File: config.mk
export PLATFORM = sky130hd
export DESIGN_NAME = mmio_bus_arbiter
export DESIGN_NICKNAME = d
export VERILOG_FILES = /design/src/rtl/mmio_pkg.sv /design/src/rtl/rr_arb2.sv /design/src/rtl/mmio_bus_arbiter.sv
export SDC_FILE = /design/constraint.sdc
export NUM_CORES = 1
export LEC_CHECK = 0
export BUFFER_PORTS_ARGS = -buffer_cell sky130_fd_sc_hd__buf_2
export CAP_MARGIN = 20
export CORE_ASPECT_RATIO = 0.5
export CORE_MARGIN = 5
export CORE_UTILIZATION = 40
export DETAILED_ROUTE_END_ITERATION = 10
export PLACE_DENSITY = 0.72
export SLEW_MARGIN = 0
export SYNTH_ARGS = -nofsm -noshare
export SYNTH_HDL_FRONTEND = slang
export SYNTH_SLANG_ARGS = --single-unit
File: constraint.sdc
create_clock -name clk -period 4.63 [get_ports clk]
set_input_delay 0.463 -clock clk [delete_from_list [all_inputs] [get_ports clk]]
set_output_delay 0.463 -clock clk [all_outputs]
set_load 0.01 [all_outputs]
File: src/rtl/mmio_pkg.sv
// Shared definitions for the MMIO bus arbiter: device ids, FSM state, latched command, decode helpers.
package mmio_pkg;

  localparam logic [3:0] DEV_DMEM    = 4'h1;
  localparam logic [3:0] DEV_SEG     = 4'h2;
  localparam logic [3:0] DEV_TIMER   = 4'h3;
  localparam logic [3:0] DEV_CMEM    = 4'h4;
  localparam logic [3:0] DEV_KBD     = 4'h5;
  localparam logic [3:0] DEV_SW      = 4'h6;
  localparam logic [3:0] DEV_LED     = 4'h7;
  localparam logic [3:0] DEV_FB      = 4'h8;
  localparam logic [3:0] DEV_VGAMODE = 4'he;
  localparam logic [3:0] DEV_SERIAL  = 4'hf;

  localparam int CNT_W = 8;

  typedef enum logic [1:0] {IDLE, ACCESS, RESP} arb_state_t;

  typedef struct packed {
    logic        we;
    logic [31:0] addr;
    logic [31:0] wdata;
    logic [3:0]  wmask;
  } mmio_cmd_t;

  function automatic logic dev_mapped(input logic [3:0] id);
    return id inside {DEV_DMEM, DEV_SEG, DEV_TIMER, DEV_CMEM, DEV_KBD,
                      DEV_SW, DEV_LED, DEV_FB, DEV_VGAMODE, DEV_SERIAL};
  endfunction

  // Everything mapped but not listed here is write-only.
  function automatic logic dev_readable(input logic [3:0] id);
    return id inside {DEV_DMEM, DEV_TIMER, DEV_KBD, DEV_SW};
  endfunction

endpackage

File: src/rtl/rr_arb2.sv
// Two-input round-robin picker: on a tie the input that did not win last time wins.
module rr_arb2 (
  input  logic [1:0] req,
  input  logic       last,
  output logic [1:0] grant,
  output logic       which
);

  always_comb begin
    // NOTE: every output of a combinational block gets a default first, so no path infers a latch.
    which = 1'b0;
    grant = 2'b00;
    case (req)
      2'b01:   which = 1'b0;
      2'b10:   which = 1'b1;
      2'b11:   which = ~last;
      default: which = 1'b0;
    endcase
    if (req != 2'b00) grant[which] = 1'b1;
  end

endmodule

File: src/rtl/mmio_bus_arbiter.sv
// Two-master MMIO bus arbiter with per-device wait states and one write strobe per store.
// Optional build macro MMIO_ERR_EN: unmapped ids and loads from write-only ids respond with err=1.
module mmio_bus_arbiter
  import mmio_pkg::*;
#(
  parameter int WAIT_DMEM  = 1,
  parameter int WAIT_FB    = 1,
  parameter int WAIT_OTHER = 0
) (
  input  logic        clk,
  input  logic        rst,
  input  logic        m0_req,
  input  logic        m0_we,
  input  logic [31:0] m0_addr,
  input  logic [31:0] m0_wdata,
  input  logic [3:0]  m0_wmask,
  output logic        m0_gnt,
  output logic        m0_rvalid,
  output logic [31:0] m0_rdata,
  output logic        m0_err,
  input  logic        m1_req,
  input  logic        m1_we,
  input  logic [31:0] m1_addr,
  input  logic [31:0] m1_wdata,
  input  logic [3:0]  m1_wmask,
  output logic        m1_gnt,
  output logic        m1_rvalid,
  output logic [31:0] m1_rdata,
  output logic        m1_err,
  output logic [31:0] bus_addr,
  output logic        bus_we,
  output logic [31:0] bus_wdata,
  output logic [3:0]  bus_wmask,
  input  logic [31:0] bus_rdata
);

  arb_state_t       state_q, state_d;
  mmio_cmd_t        cmd_q, cmd_d;
  logic             owner_q, owner_d;
  logic             last_q, last_d;
  logic             first_q, first_d;
  logic             err_q, err_d;
  logic [CNT_W-1:0] cnt_q, cnt_d;
  logic [31:0]      rdata_q, rdata_d;

  logic [1:0]       pick_gnt;
  logic             pick_which;
  mmio_cmd_t        win_cmd;
  logic [3:0]       win_id;

  function automatic logic [CNT_W-1:0] wait_of(input logic [3:0] id);
    case (id)
      DEV_DMEM: return CNT_W'(WAIT_DMEM);
      DEV_FB:   return CNT_W'(WAIT_FB);
      default:  return CNT_W'(WAIT_OTHER);
    endcase
  endfunction

  rr_arb2 u_rr (
    .req   ({m1_req, m0_req}),
    .last  (last_q),
    .grant (pick_gnt),
    .which (pick_which)
  );

  assign win_cmd = pick_which ? '{m1_we, m1_addr, m1_wdata, m1_wmask}
                              : '{m0_we, m0_addr, m0_wdata, m0_wmask};
  assign win_id  = win_cmd.addr[23:20];

  always_comb begin
    state_d = state_q;
    cmd_d   = cmd_q;
    owner_d = owner_q;
    last_d  = last_q;
    first_d = 1'b0;
    err_d   = err_q;
    cnt_d   = cnt_q;
    rdata_d = rdata_q;
    case (state_q)
      IDLE: begin
        if (pick_gnt != 2'b00) begin
          cmd_d   = win_cmd;
          owner_d = pick_which;
          last_d  = pick_which;
          cnt_d   = wait_of(win_id);
          first_d = 1'b1;
          err_d   = 1'b0;
          rdata_d = '0;
          state_d = ACCESS;
`ifdef MMIO_ERR_EN
          if (!dev_mapped(win_id)) begin
            first_d = 1'b0;
            err_d   = 1'b1;
            state_d = RESP;
          end else if (!win_cmd.we && !dev_readable(win_id)) begin
            err_d = 1'b1;
          end
`endif
        end
      end
      ACCESS: begin
        if (cnt_q == '0) begin
          rdata_d = (cmd_q.we || err_q) ? '0 : bus_rdata;
          state_d = RESP;
        end else begin
          cnt_d = cnt_q - 1'b1;
        end
      end
      RESP:    state_d = IDLE;
      default: state_d = IDLE;
    endcase
  end

  // NOTE: sequential state uses non-blocking assignments so every flop samples pre-edge values.
  always_ff @(posedge clk or posedge rst) begin
    if (rst) begin
      state_q <= IDLE;
      cmd_q   <= '0;
      owner_q <= 1'b0;
      last_q  <= 1'b1;
      first_q <= 1'b0;
      err_q   <= 1'b0;
      cnt_q   <= '0;
      rdata_q <= '0;
    end else begin
      state_q <= state_d;
      cmd_q   <= cmd_d;
      owner_q <= owner_d;
      last_q  <= last_d;
      first_q <= first_d;
      err_q   <= err_d;
      cnt_q   <= cnt_d;
      rdata_q <= rdata_d;
    end
  end

  // Grant is combinational from req so it lands in the same cycle; rst masks it.
  assign m0_gnt    = (state_q == IDLE) && !rst && pick_gnt[0];
  assign m1_gnt    = (state_q == IDLE) && !rst && pick_gnt[1];
  assign m0_rvalid = (state_q == RESP) && !owner_q;
  assign m1_rvalid = (state_q == RESP) &&  owner_q;
  assign m0_rdata  = m0_rvalid ? rdata_q : '0;
  assign m1_rdata  = m1_rvalid ? rdata_q : '0;

`ifdef MMIO_ERR_EN
  assign m0_err = m0_rvalid & err_q;
  assign m1_err = m1_rvalid & err_q;
`else
  assign m0_err = 1'b0;
  assign m1_err = 1'b0;
`endif

  assign bus_addr  = cmd_q.addr;
  assign bus_we    = (state_q == ACCESS) && first_q && cmd_q.we;
  assign bus_wdata = cmd_q.wdata;
  assign bus_wmask = cmd_q.wmask;

  a_m0_hold: assert property (@(posedge clk) disable iff (rst) (m0_req && !m0_gnt) |=> m0_req);
  a_m1_hold: assert property (@(posedge clk) disable iff (rst) (m1_req && !m1_gnt) |=> m1_req);
  a_one_gnt: assert property (@(posedge clk) !(m0_gnt && m1_gnt));

endmodule

==> impl_results.md, run 1 <==
- Initial Utilization: 0.409
- NumNets Final: 998
- Die area: 17500 sq um
- GR Overflow Total: 0
- Clock Path Buffers: 2
- CP max FO: 27
- Finished Layout Cells: 1033
- Max Slew Vio Count: 0
- Die Y-Extent: 96.0 microns
- Worst skew pair latency: 0.39 ns
- RSZ-0062 raised after global routing: false
- Routed WL per cell: 15.2 microns
- Reg clk slew, reported paths: 0.06 ns
- Worst Tran Pin Value: 0.916 ns
- Final critical-path required period: 2.46 ns
- Row cnt: 31
- Setup tns final: 0 ns
- CP Cell Sequence: nor3b_2 -> buf_4 -> and2_1 -> buf_2
- Core Region: 14500 sq um
- Hold_buf cts: 0
- Drt via density: 4.68
- Largest net degree at the start of global routing: 139
- LEAKAGE: 0.00431 uW
- PwrDens: 553 nW/um^2
- Share of cells above drive strength 1: 0.437
- CP max-delay cell: nor3b_2
- Fmax: 406 MHz
- CP Class: reg2out
- EDFF count, synth: 0
- Cells after Synth: 588
- Io pins: 313
- Slowest cell delay on critical path: 0.49 ns
- Data arrival, critical path: 2.00 ns
- CP Data Required Time: 4.17 ns
- Dpl hpwl: 12000 microns
- Main synth FF type: dfrtp_1
- Critical Path End Type: primary output
- DRC Markers: 0
- CTS root buffer: clkbuf_16
- Startpoint types: flop
- Clock sink total: 114
- WL final: 15700 microns
- Yosys synthesis warning count: 0
- Worst Skew: 0.0100 ns
- Max_slew headroom: 0.388
- Maxcap violations: 0
- Max rail drop VDD: 208 uV
- Final hold vios: 0
- Routability cong.: 0.790
- Via count: 4835
- Initial antenna violation count: 0
- Die span in x: 182 microns
- CTS tree: built
- CTS Buf Count: 17
- Final Setup Violations: 0
- Final ANT Viol Nets: 0
- Post-synthesis instance area: 5910 sq um
- Port Buffers: 310
- Distinct cells, synth: 36
- Run status: completed
- DR iter-0 viols: 132
- Part of the cycle the worst path needs: 0.532
- Average instance area after synthesis: 10.1 sq um
- DRT Pass-1 Iters: 4
- Yosys reg bits: 114
- Global-route usage over all layers: 0.171
- Hold crit path type: in2reg
- Seq/Total Area, Yosys: 0.483
- Placed cell count: 998
- CTS H-tree lvls: 4
- Post-CTS Setup Inserts: 0
- Inserted Diodes: 0
- Wire length of the first global-routing pass: 24300 microns
- Layout area overhead: 32.5%
- Vias in the first global route: 4899
- FFs w/ async S/R, synth: 1.00
- # resized after CTS: 0
[report_power, final]
part | internal [uW] | switching (uW)
Clock | 908 | 474
Sequential | 1390 | 234
Combinational | 583 | 746
[cell usage after synthesis (2+ instances only)]
cell	instances	share of area
nor2b_1	2	0.0021
o21ai_0	75	0.063
a22o_1	32	0.047
buf_2	18	0.015
nor2_1	5	0.0032
xnor2_1	3	0.0044
dfrtp_1	113	0.48
inv_1	6	0.0038
or3_2	2	0.0025
nor3b_1	3	0.0038
or3_1	5	0.0053
and3_1	2	0.0021
buf_4	70	0.089
clkbuf_1	19	0.012
nand2_1	72	0.046
mux2i_1	69	0.12
and2_1	64	0.068
ha_1	2	0.0042
nor3_1	3	0.0025
a21oi_1	7	0.0059
[per-stage QoR]
stage | hold WS [ns] | instance area, sq um | setup slack, ns | total power (uW) | util
finish | 0.284 | 7840 | 2.17 | 4330 | 0.542
global route | 0.263 | 7840 | 2.06 | 4640 | 0.542
CTS | 0.264 | 7770 | 2.14 | 4380 | 0.537
detailed placement | 0.465 | 7140 | 2.32 | 2970 | 0.493
global placement | 0.459 | 7140 | 2.41 | 2910 | 0.493
floorplan | 0.451 | 5920 | 1.15 | 2740 | -
[cell families after synthesis]
group | synth area share
and+or+nand+nor | 0.144
AOI/OAI and AO/OA | 0.127
DFF | 0.483
buffers and inverters | 0.121
muxes | 0.117
xor gates and xnor gates | 0.00444
adders and majority gates | 0.00423
other | 0.000634
[worst max-delay path, delay by kind of cell (launching register included)]
kind                   cells  cell delay [ns]
buffers and inverters      2             0.47
flip-flops                 1             0.47
AND/OR/NAND/NOR            2             0.67
[final timing paths]
path | from | end | slack [ns] | cells past startpoint
worst max-delay path | state_q[0] | m0_rdata[1] | 2.17 | 4
worst min-delay path | bus_rdata[24] | rdata_q[24] | 0.28 | 2
max in group asynchronous | rst | bus_wmask[2] | 3.03 | 5
worst min register to register | bus_addr[15] | bus_addr[15] | 0.47 | 2
worst max register to register | cnt_q[0] | rdata_q[13] | 2.35 | 7
min in group asynchronous | rst | bus_addr[25] | 0.52 | 3
[area by class of cell]
type	instances	area, sq um
Clock buffer	17	425
Fill cell	1313	6630
Clock inverter	15	208
Multi-Input combinational cell	361	2380
Timing Repair Buffer	321	1690
Inverter	7	28.8
Sequential cell	114	2850
Tap cell	198	248
[per-layer routing]
| metal | share of wire | GRT usage | wire (microns) |
|---|---|---|---|
| met1 | 0.42 | 0.210 | 6610 |
| met2 | 0.51 | 0.306 | 8030 |
| met3 | 0.062 | 0.0374 | 977 |
| met4 | 0.0084 | 0.0524 | 133 |
| met5 | 0 | 0 | 0 |
[cell usage in the layout (no fill, tap or decap), types with 2 or more instances in the layout]
master / Yosys / routed
buf_4: 70 / 7
xnor2_1: 3 / 3
dfrtp_1: 113 / 113
inv_6: 0 / 3
clkinv_2: 0 / 2
bufinv_16: 0 / 4
nor2_1: 5 / 4
and2_1: 64 / 64
mux2i_1: 69 / 69
clkinv_4: 0 / 5
nor3_1: 3 / 3
a21oi_1: 7 / 7
nand2_1: 72 / 72
o21ai_0: 75 / 75
and3_1: 2 / 2
nor3b_2: 0 / 2
buf_16: 0 / 2
inv_1: 6 / 5
buf_2: 18 / 310
or3_2: 2 / 2
conb_1: 1 / 2
ha_1: 2 / 2
or3_1: 5 / 5
clkbuf_16: 0 / 17
a22o_1: 32 / 32
[state kept, by name, summed over array words and instances, names as in the netlist]
register and count:
bus_addr 32, cnt_q 8, rdata_q 32, first_q 1, bus_wmask 4, state_q 2, owner_q 1, last_q 1
cmd_q 1, bus_wdata 32
No activity file was read; power rests on OpenSTA's default activity.
==> run 2: changes to the inputs <==
ABC_AREA = 1   (was not set)
PLACE_DENSITY = 0.75   (was 0.72)
clock period = 2 ns   (was 4.63 ns; I/O delays follow)
==> run 2 against run 1 <==
Clock power grew 110%. Cell count up 18%. Combinational power fell by 76%.
==> impl_results.md, run 2 <==
- Run status: completed (unchanged)
- Largest net degree at the start of global routing: 113 (was 139)
- Distinct cells, synth: 29 (was 36)
- Total power: 5500 uW (was 4330 uW)
- Via count: 5913 (was 4835)
- CTS tree: built (unchanged)
- Commonest non-fill, non-tap cells in the layout: buf_2 (310), nor2_1 (144), dfrtp_1 (113) (was buf_2 (310), dfrtp_1 (113), o21ai_0 (75))
- Final critical-path required period: 1.90 ns
- Seq/Total Area, Yosys: 0.467 (was 0.483)
- Startpoint types: flop (unchanged)
- Die area: 18000 sq um (was 17500 sq um)
- Part of the cycle the worst path needs: 0.948
- Port Buffers: 310 (unchanged)
- CTS Buf Count: 17 (unchanged)
- Data arrival, critical path: 1.70 ns (was 2.00 ns)
- Yosys top cell area share: 0.463 (was 0.478)
- Cells after Synth: 773 (was 588)
- Inserted Diodes: 0 (unchanged)
- Drt via density: 4.87 (was 4.68)
- Post-synth top cells: nor2_1 (145), dfrtp_1 (113), o21ai_0 (112), nand2_1 (102), buf_4 (74) (was dfrtp_1 (113), o21ai_0 (75), nand2_1 (72), buf_4 (70), mux2i_1 (69))
- Clock sink total: 114 (unchanged)
- Initial antenna violation count: 0 (unchanged)
- Maxcap violations: 0 (unchanged)
- Fin area: 7850 sq um (was 7840 sq um)
- WL final: 18100 microns (was 15700 microns)
- Clock Path Buffers: 2 (unchanged)
- Reg clk slew, reported paths: 0.06 ns (about the same)
- Post-synthesis instance area: 6110 sq um (was 5910 sq um)
- DR iter-0 viols: 288 (was 132)
- Final core occ: 0.534 (was 0.542)
- Top post-synthesis cells by area: dfrtp_1 (46%), o21ai_0 (9.2%), buf_4 (9.1%) (was dfrtp_1 (48%), mux2i_1 (12%), buf_4 (8.9%))
- Core Region: 14700 sq um (was 14500 sq um)
- Routed WL per cell: 14.9 microns (was 15.2 microns)
- Main synth FF type: dfrtp_1 (unchanged)
- Placed instance area: 7230 sq um (was 7140 sq um)
- Dpl hpwl: 13200 microns (was 12000 microns)
- PwrDens: 701 nW/um^2 (was 553 nW/um^2)
- Worst Tran Pin Value: 0.600 ns (was 0.916 ns)
- DRC Markers: 0 (unchanged)
- Die Y-Extent: 97.4 microns (was 96.0 microns)
- Hold crit path type: in2reg (unchanged)
- RSZ-0062 raised after global routing: true (was false)
- Dominant cell type by area after synthesis: dfrtp_1 (unchanged)
- Post-CTS Setup Inserts: 0 (unchanged)
- CP max FO: 17 (was 27)
- Most common cell after layout, fill and taps aside: buf_2 (unchanged)
- Routability cong.: 0.836 (was 0.790)
- CTS H-tree lvls: 4 (unchanged)
- Max rail drop VDD: 558 uV (was 208 uV)
- Initial Utilization: 0.415 (was 0.409)
- EDFF count, synth: 0 (unchanged)
- Row cnt: 31 (unchanged)
- Layout area overhead: 28.5% (was 32.5%)
- Most common cell in the netlist: nor2_1 (was dfrtp_1)
- FFs w/ async S/R, synth: 1.00 (unchanged)
- Fin Hold WS: 0.0390 ns (was 0.284 ns)
- Fillers: 1383 (was 1313)
- Final Setup Violations: 0 (unchanged)
- GR Overflow Total: 0 (unchanged)
- CP Data Required Time: 1.80 ns (was 4.17 ns)
- Fmax: 528 MHz
- Critical Path End Type: primary output (unchanged)
- Global-route usage over all layers: 0.193 (was 0.171)
- Worst skew pair latency: 0.40 ns (was 0.39 ns)
- Die span in x: 185 microns (was 182 microns)
- Max Slew Vio Count: 0 (unchanged)
- Yosys synthesis warning count: 0 (unchanged)
- Vias in the first global route: 5883 (was 4899)
- Io pins: 313 (unchanged)
- LEAKAGE: 0.00415 uW (was 0.00431 uW)
- Yosys reg bits: 114 (unchanged)
- CTS root buffer: clkbuf_16 (unchanged)
- Final ANT Viol Nets: 0 (unchanged)
- Share of cells above drive strength 1: 0.377 (was 0.437)
- CP Class: reg2out (unchanged)
- Setup tns final: 0 ns (unchanged)
- Average instance area after synthesis: 7.90 sq um (was 10.1 sq um)
- Worst Skew: 0.0134 ns (was 0.0100 ns)
- DRT Pass-1 Iters: 5 (was 4)
- NumNets Final: 1179 (was 998)
- Wire length of the first global-routing pass: 28500 microns (was 24300 microns)
- Final hold vios: 0 (unchanged)
- Max_slew headroom: 0.600 (was 0.388)
[run 2: cell count changes after synthesis, sizes merged, moves of 32 or more]
cell and delta:
mux2i -69, and2 -64, nor2 +142, nand2 +37, o21ai +98, nand3 +43
a22o -32, inv +48
[run 2: final cells by class]
class / instances / area (sq um) / share of cell area
Clock inverter: 15 / 134 / 0.0171
Timing Repair Buffer: 324 / 1680 / 0.214
Tap cell: 198 / 248 / 0.0316
Clock buffer: 17 / 425 / 0.0542
Inverter: 55 / 218 / 0.0277
Multi-Input combinational cell: 491 / 2290 / 0.292
Sequential cell: 114 / 2850 / 0.364
[run 2: routing by layer]
| layer | global-route usage | wire length (microns) |
|---|---|---|
| met1 | 0.227 | 7310 |
| met2 | 0.350 | 9420 |
| met3 | 0.0344 | 1020 |
| met4 | 0.0738 | 391 |
| met5 | 0 | 0 |
[run 2: cell families (layout without fill, tap and decap cells)]
| logic type | Yosys count | count (layout) | share of synthesized area |
|---|---|---|---|
| xor+xnor | 1 | 1 | 0.00143 |
| flops | 114 | 114 | 0.467 |
| fa+ha+maj | 2 | 2 | 0.00410 |
| simple gates | 306 | 307 | 0.209 |
| other cells | 1 | 2 | 0.000614 |
| buf+inv | 170 | 411 | 0.165 |
| compound gates | 179 | 179 | 0.153 |
[run 2: worst paths after layout]
check	cells after the start	start	endpoint	slack, ns
min reg2reg	2	bus_addr[23]	bus_addr[23]	0.48
min	3	bus_rdata[14]	rdata_q[14]	0.04
max	6	owner_q	m1_rdata[10]	0.10
min in group asynchronous	3	rst	bus_addr[29]	0.25
max reg2reg	6	state_q[1]	rdata_q[30]	0.31
max in group asynchronous	4	rst	bus_wdata[10]	0.98
[run 2: metrics by stage]
| step | instances | setup slack, ns |
|---|---|---|
| after global routing | 1214 | -0.0395 |
| after detailed placement | 1180 | 0.229 |
| after CTS | 1213 | 0.00487 |
| after floorplan | 774 | 0.415 |
| after global placement | 1180 | 0.323 |
| final | 1214 | 0.105 |
[run 2: where the power goes]
group / leakage, uW / switching, uW / internal, uW / total (uW)
clock network: 0.000270 / 1160 / 1720 / 2870
registers: 0.00155 / 0 / 2310 / 2310
logic: 0.00233 / 175 / 149 / 325
[run 2: critical path, cell delays in order (launching register included)]
cell and delay [ns]:
dfrtp_1 0.40, inv_1 0.11, nor3_4 0.25, inv_1 0.10, buf_4 0.20, nor2_1 0.10, buf_2 0.14
[run 2: repair_timing]
| action | CTS | global route |
|---|---|---|
| endpoints found under the setup margin | 65 | 37 |
| hold endpoints to repair | 2 | 0 |
| hold buffers | 1 | 0 |
| cloned | 0 | 1 |
| gates resized for setup | 3 | 4 |
| pin swaps | 0 | 2 |
==> run 3: changes to the inputs <==
SKIP_LAST_GASP = 1   (was not set)
SYNTH_HIERARCHICAL = 1   (was not set)
==> run 3 against run 2 <==
Clock-buffer cell count increased by 6. Final area increased by 2.9%. Synthesized area increased by 0.39%. Clock power increased by 23%. Via count increased by 0.58%. Die area increased by 0.36%. Cell count increased by 4.4%. Critical endpoint is now m0_rdata[29].
==> impl_results.md, run 3 <==
- Worst skew pair latency: 0.40 ns (about the same)
- CP Buf/Inv Count: 3 (was 4)
- Routability cong.: 0.839 (was 0.836)
- Max_slew headroom: 0.624 (was 0.600)
- Top post-synthesis cells by area: dfrtp_1 (46%), nand2_1 (15%), buf_4 (9.2%) (was dfrtp_1 (46%), o21ai_0 (9.2%), buf_4 (9.1%))
- GR Overflow Total: 0 (unchanged)
- PwrDens: 1570 nW/um^2 (was 701 nW/um^2)
- Final hold vios: 0 (unchanged)
- Setup tns final: 0 ns (unchanged)
- Final worst setup slack: 0.137 ns (was 0.105 ns)
- Setup WS pre-CTS: 0.235 ns (was 0.229 ns)
- LEAKAGE: 0.00433 uW (was 0.00415 uW)
- CTS Buf Count: 17 (unchanged)
- Drt via density: 4.69 (was 4.87)
- Fillers: 1465 (was 1383)
- RSZ-0062 raised after global routing: false (was true)
- Most common cell in the netlist: nand2_1 (was nor2_1)
- Die Y-Extent: 97.5 microns (was 97.4 microns)
- CTS tree: built (unchanged)
- Fin Hold WS: 0.0249 ns (was 0.0390 ns)
- Wl on met1: 6940 microns (was 7310 microns)
- Worst path top cell family by delay: buffers and inverters (unchanged)
- CTS root buffer: clkbuf_16 (unchanged)
- Placed cell count: 1234 (was 1180)
- Main synth FF type: dfrtp_1 (unchanged)
- Row cnt: 32 (was 31)
- Worst Tran Pin Value: 0.564 ns (was 0.600 ns)
- Max Slew Vio Count: 0 (unchanged)
- Critical Path End Type: primary output (unchanged)
- Largest net degree at the start of global routing: 134 (was 113)
- Hold crit path type: in2reg (unchanged)
- DRC Markers: 0 (unchanged)
- Cells after Synth: 822 (was 773)
- Routed wl met3: 978 microns (was 1020 microns)
- Worst Skew: 0.00868 ns (was 0.0134 ns)
- Startpoint types: flop (unchanged)
- Post-synth top cells: nand2_1 (252), nor2_1 (144), dfrtp_1 (113), buf_4 (75), a31oi_1 (65) (was nor2_1 (145), dfrtp_1 (113), o21ai_0 (112), nand2_1 (102), buf_4 (74))
- Final critical-path required period: 1.86 ns (was 1.90 ns)
- Share of cells above drive strength 1: 0.350 (was 0.377)
- Routed WL per cell: 13.7 microns (was 14.9 microns)
- Met2 wire len: 9030 microns (was 9420 microns)
- DRT Pass-1 Iters: 5 (unchanged)
- Seq/Total Area, Yosys: 0.466 (was 0.467)
- Global-route usage over all layers: 0.189 (was 0.193)
- CP Class: reg2out (unchanged)
- Yosys synthesis warning count: 6 (was 0)
- Layout area overhead: 31.7% (was 28.5%)
- EDFF count, synth: 0 (unchanged)
- NumNets Final: 1226 (was 1179)
- Fmax: 537 MHz (was 528 MHz)
- Clock sink total: 114 (unchanged)
- Run status: completed (unchanged)
- Part of the cycle the worst path needs: 0.931 (was 0.948)
- Clock Path Buffers: 2 (unchanged)
- Vias in the first global route: 5755 (was 5883)
- Reg clk slew, reported paths: 0.05 ns (was 0.06 ns)
- Max rail drop VDD: 788 uV (was 558 uV)
- FFs w/ async S/R, synth: 1.00 (unchanged)
- CP Cell Sequence: nor3_1 -> inv_1 -> buf_4 -> nor2_1 -> buf_2 (was inv_1 -> nor3_4 -> inv_1 -> buf_4 -> nor2_1 -> buf_2)
- Commonest non-fill, non-tap cells in the layout: buf_2 (310), nand2_1 (252), nor2_1 (143) (was buf_2 (310), nor2_1 (144), dfrtp_1 (113))
- CP max-delay cell: dfrtp_1 (unchanged)
- Yosys reg bits: 114 (unchanged)
- WL final: 17400 microns (was 18100 microns)
- Die span in x: 185 microns (about the same)
- Slowest cell delay on critical path: 0.42 ns (was 0.40 ns)
- Dominant cell type by area after synthesis: dfrtp_1 (unchanged)
- DR iter-0 viols: 329 (was 288)
- CP Data Required Time: 1.80 ns (about the same)
- Data arrival, critical path: 1.66 ns (was 1.70 ns)
- Total power: 12700 uW (was 5500 uW)
- Finished Layout Cells: 1268 (was 1214)
- Via count: 5947 (was 5913)
- Initial antenna violation count: 2 (was 0)
- Io pins: 313 (unchanged)
- Most common cell after layout, fill and taps aside: buf_2 (unchanged)
- CTS H-tree lvls: 4 (unchanged)
- Maxcap violations: 0 (unchanged)
- Post-synthesis instance area: 6130 sq um (was 6110 sq um)
- Average instance area after synthesis: 7.46 sq um (was 7.90 sq um)
- CP max FO: 32 (was 17)
- Port Buffers: 310 (unchanged)
- Die area: 18100 sq um (was 18000 sq um)
- Distinct cells, synth: 27 (was 29)
- Final Setup Violations: 0 (unchanged)
- Wire length of the first global-routing pass: 28100 microns (was 28500 microns)
- Yosys top cell area share: 0.461 (was 0.463)
- Top Metal Used: met5 (was met4)
- Initial Utilization: 0.403 (was 0.415)
- Final ANT Viol Nets: 0 (unchanged)
- Core Region: 15200 sq um (was 14700 sq um)
- Dpl hpwl: 12900 microns (was 13200 microns)
- Post-CTS Setup Inserts: 0 (unchanged)
run 3: cell types whose count changed after synthesis, sizes merged, moves of 2 or more:
cell,delta
o21ai,-163
a31oi,+63
nand3b,-2
nand2,+144
nand3,-2
inv,+6
run 3: routing by layer:
layer	global-route usage	up-vias
li1	-	2965
met1	0.225	2755
met2	0.335	187
met3	0.0340	38
met4	0.0784	2
met5	0	-
run 3: cells by family after synthesis:
family | after synthesis | synth area share
and+or+nand+nor | 445 | 0.284
AOI/OAI and AO/OA | 79 | 0.0814
xor gates and xnor gates | 3 | 0.00429
adders and majority gates | 2 | 0.00408
buffers and inverters | 178 | 0.160
DFF | 114 | 0.466
other | 1 | 0.000612
run 3: final timing paths:
kind	start	to	slack, ns	cells past startpoint
min in group asynchronous	rst	bus_addr[11]	0.52	4
max	state_q[0]	m0_rdata[29]	0.14	5
min	bus_rdata[8]	rdata_q[8]	0.02	3
min reg2reg	rdata_q[11]	rdata_q[11]	0.47	2
max in group asynchronous	rst	last_q	1.02	4
max reg2reg	last_q	bus_wdata[3]	0.15	7
run 3: final cells by class:
class	count	area, sq um	share of cell area
clock inverters	9	198	0.0245
inverters	62	236	0.0293
well taps	204	255	0.0316
repair buffers	324	1710	0.212
flip-flops and latches	114	2850	0.354
multi-input cells	531	2320	0.287
diodes	1	2.50	0.000310
clock buffers	23	498	0.0617
run 3: power by group:
group | switching, uW | internal, uW
sequential | 643 | 3460
clock | 1040 | 2500
combinational | 3190 | 1870
total | 4870 | 7830
run 3: worst reg2reg max path: cells and delay by family, from the launching register on:
family / cells / cell delay, ns
AOI/OAI and AO/OA: 2 / 0.39
and+or+nand+nor: 3 / 0.35
DFF: 1 / 0.57
buffers and inverters: 2 / 0.44
run 3: repair_timing:
action / in CTS / in global routing
resized for setup: 0 / 1
setup endpoints to repair: 0 / 25
endpoints found under the hold margin: 71 / 0
hold buffers: 1 / 0
run 3: stage by stage:
| step | instance area, sq um | util |
|---|---|---|
| after floorplan | 6140 | - |
| after CTS | 8060 | 0.530 |
| after global routing | 8070 | 0.531 |
| after detailed placement | 7360 | 0.484 |
| final | 8070 | 0.531 |
| after global placement | 7360 | 0.484 |
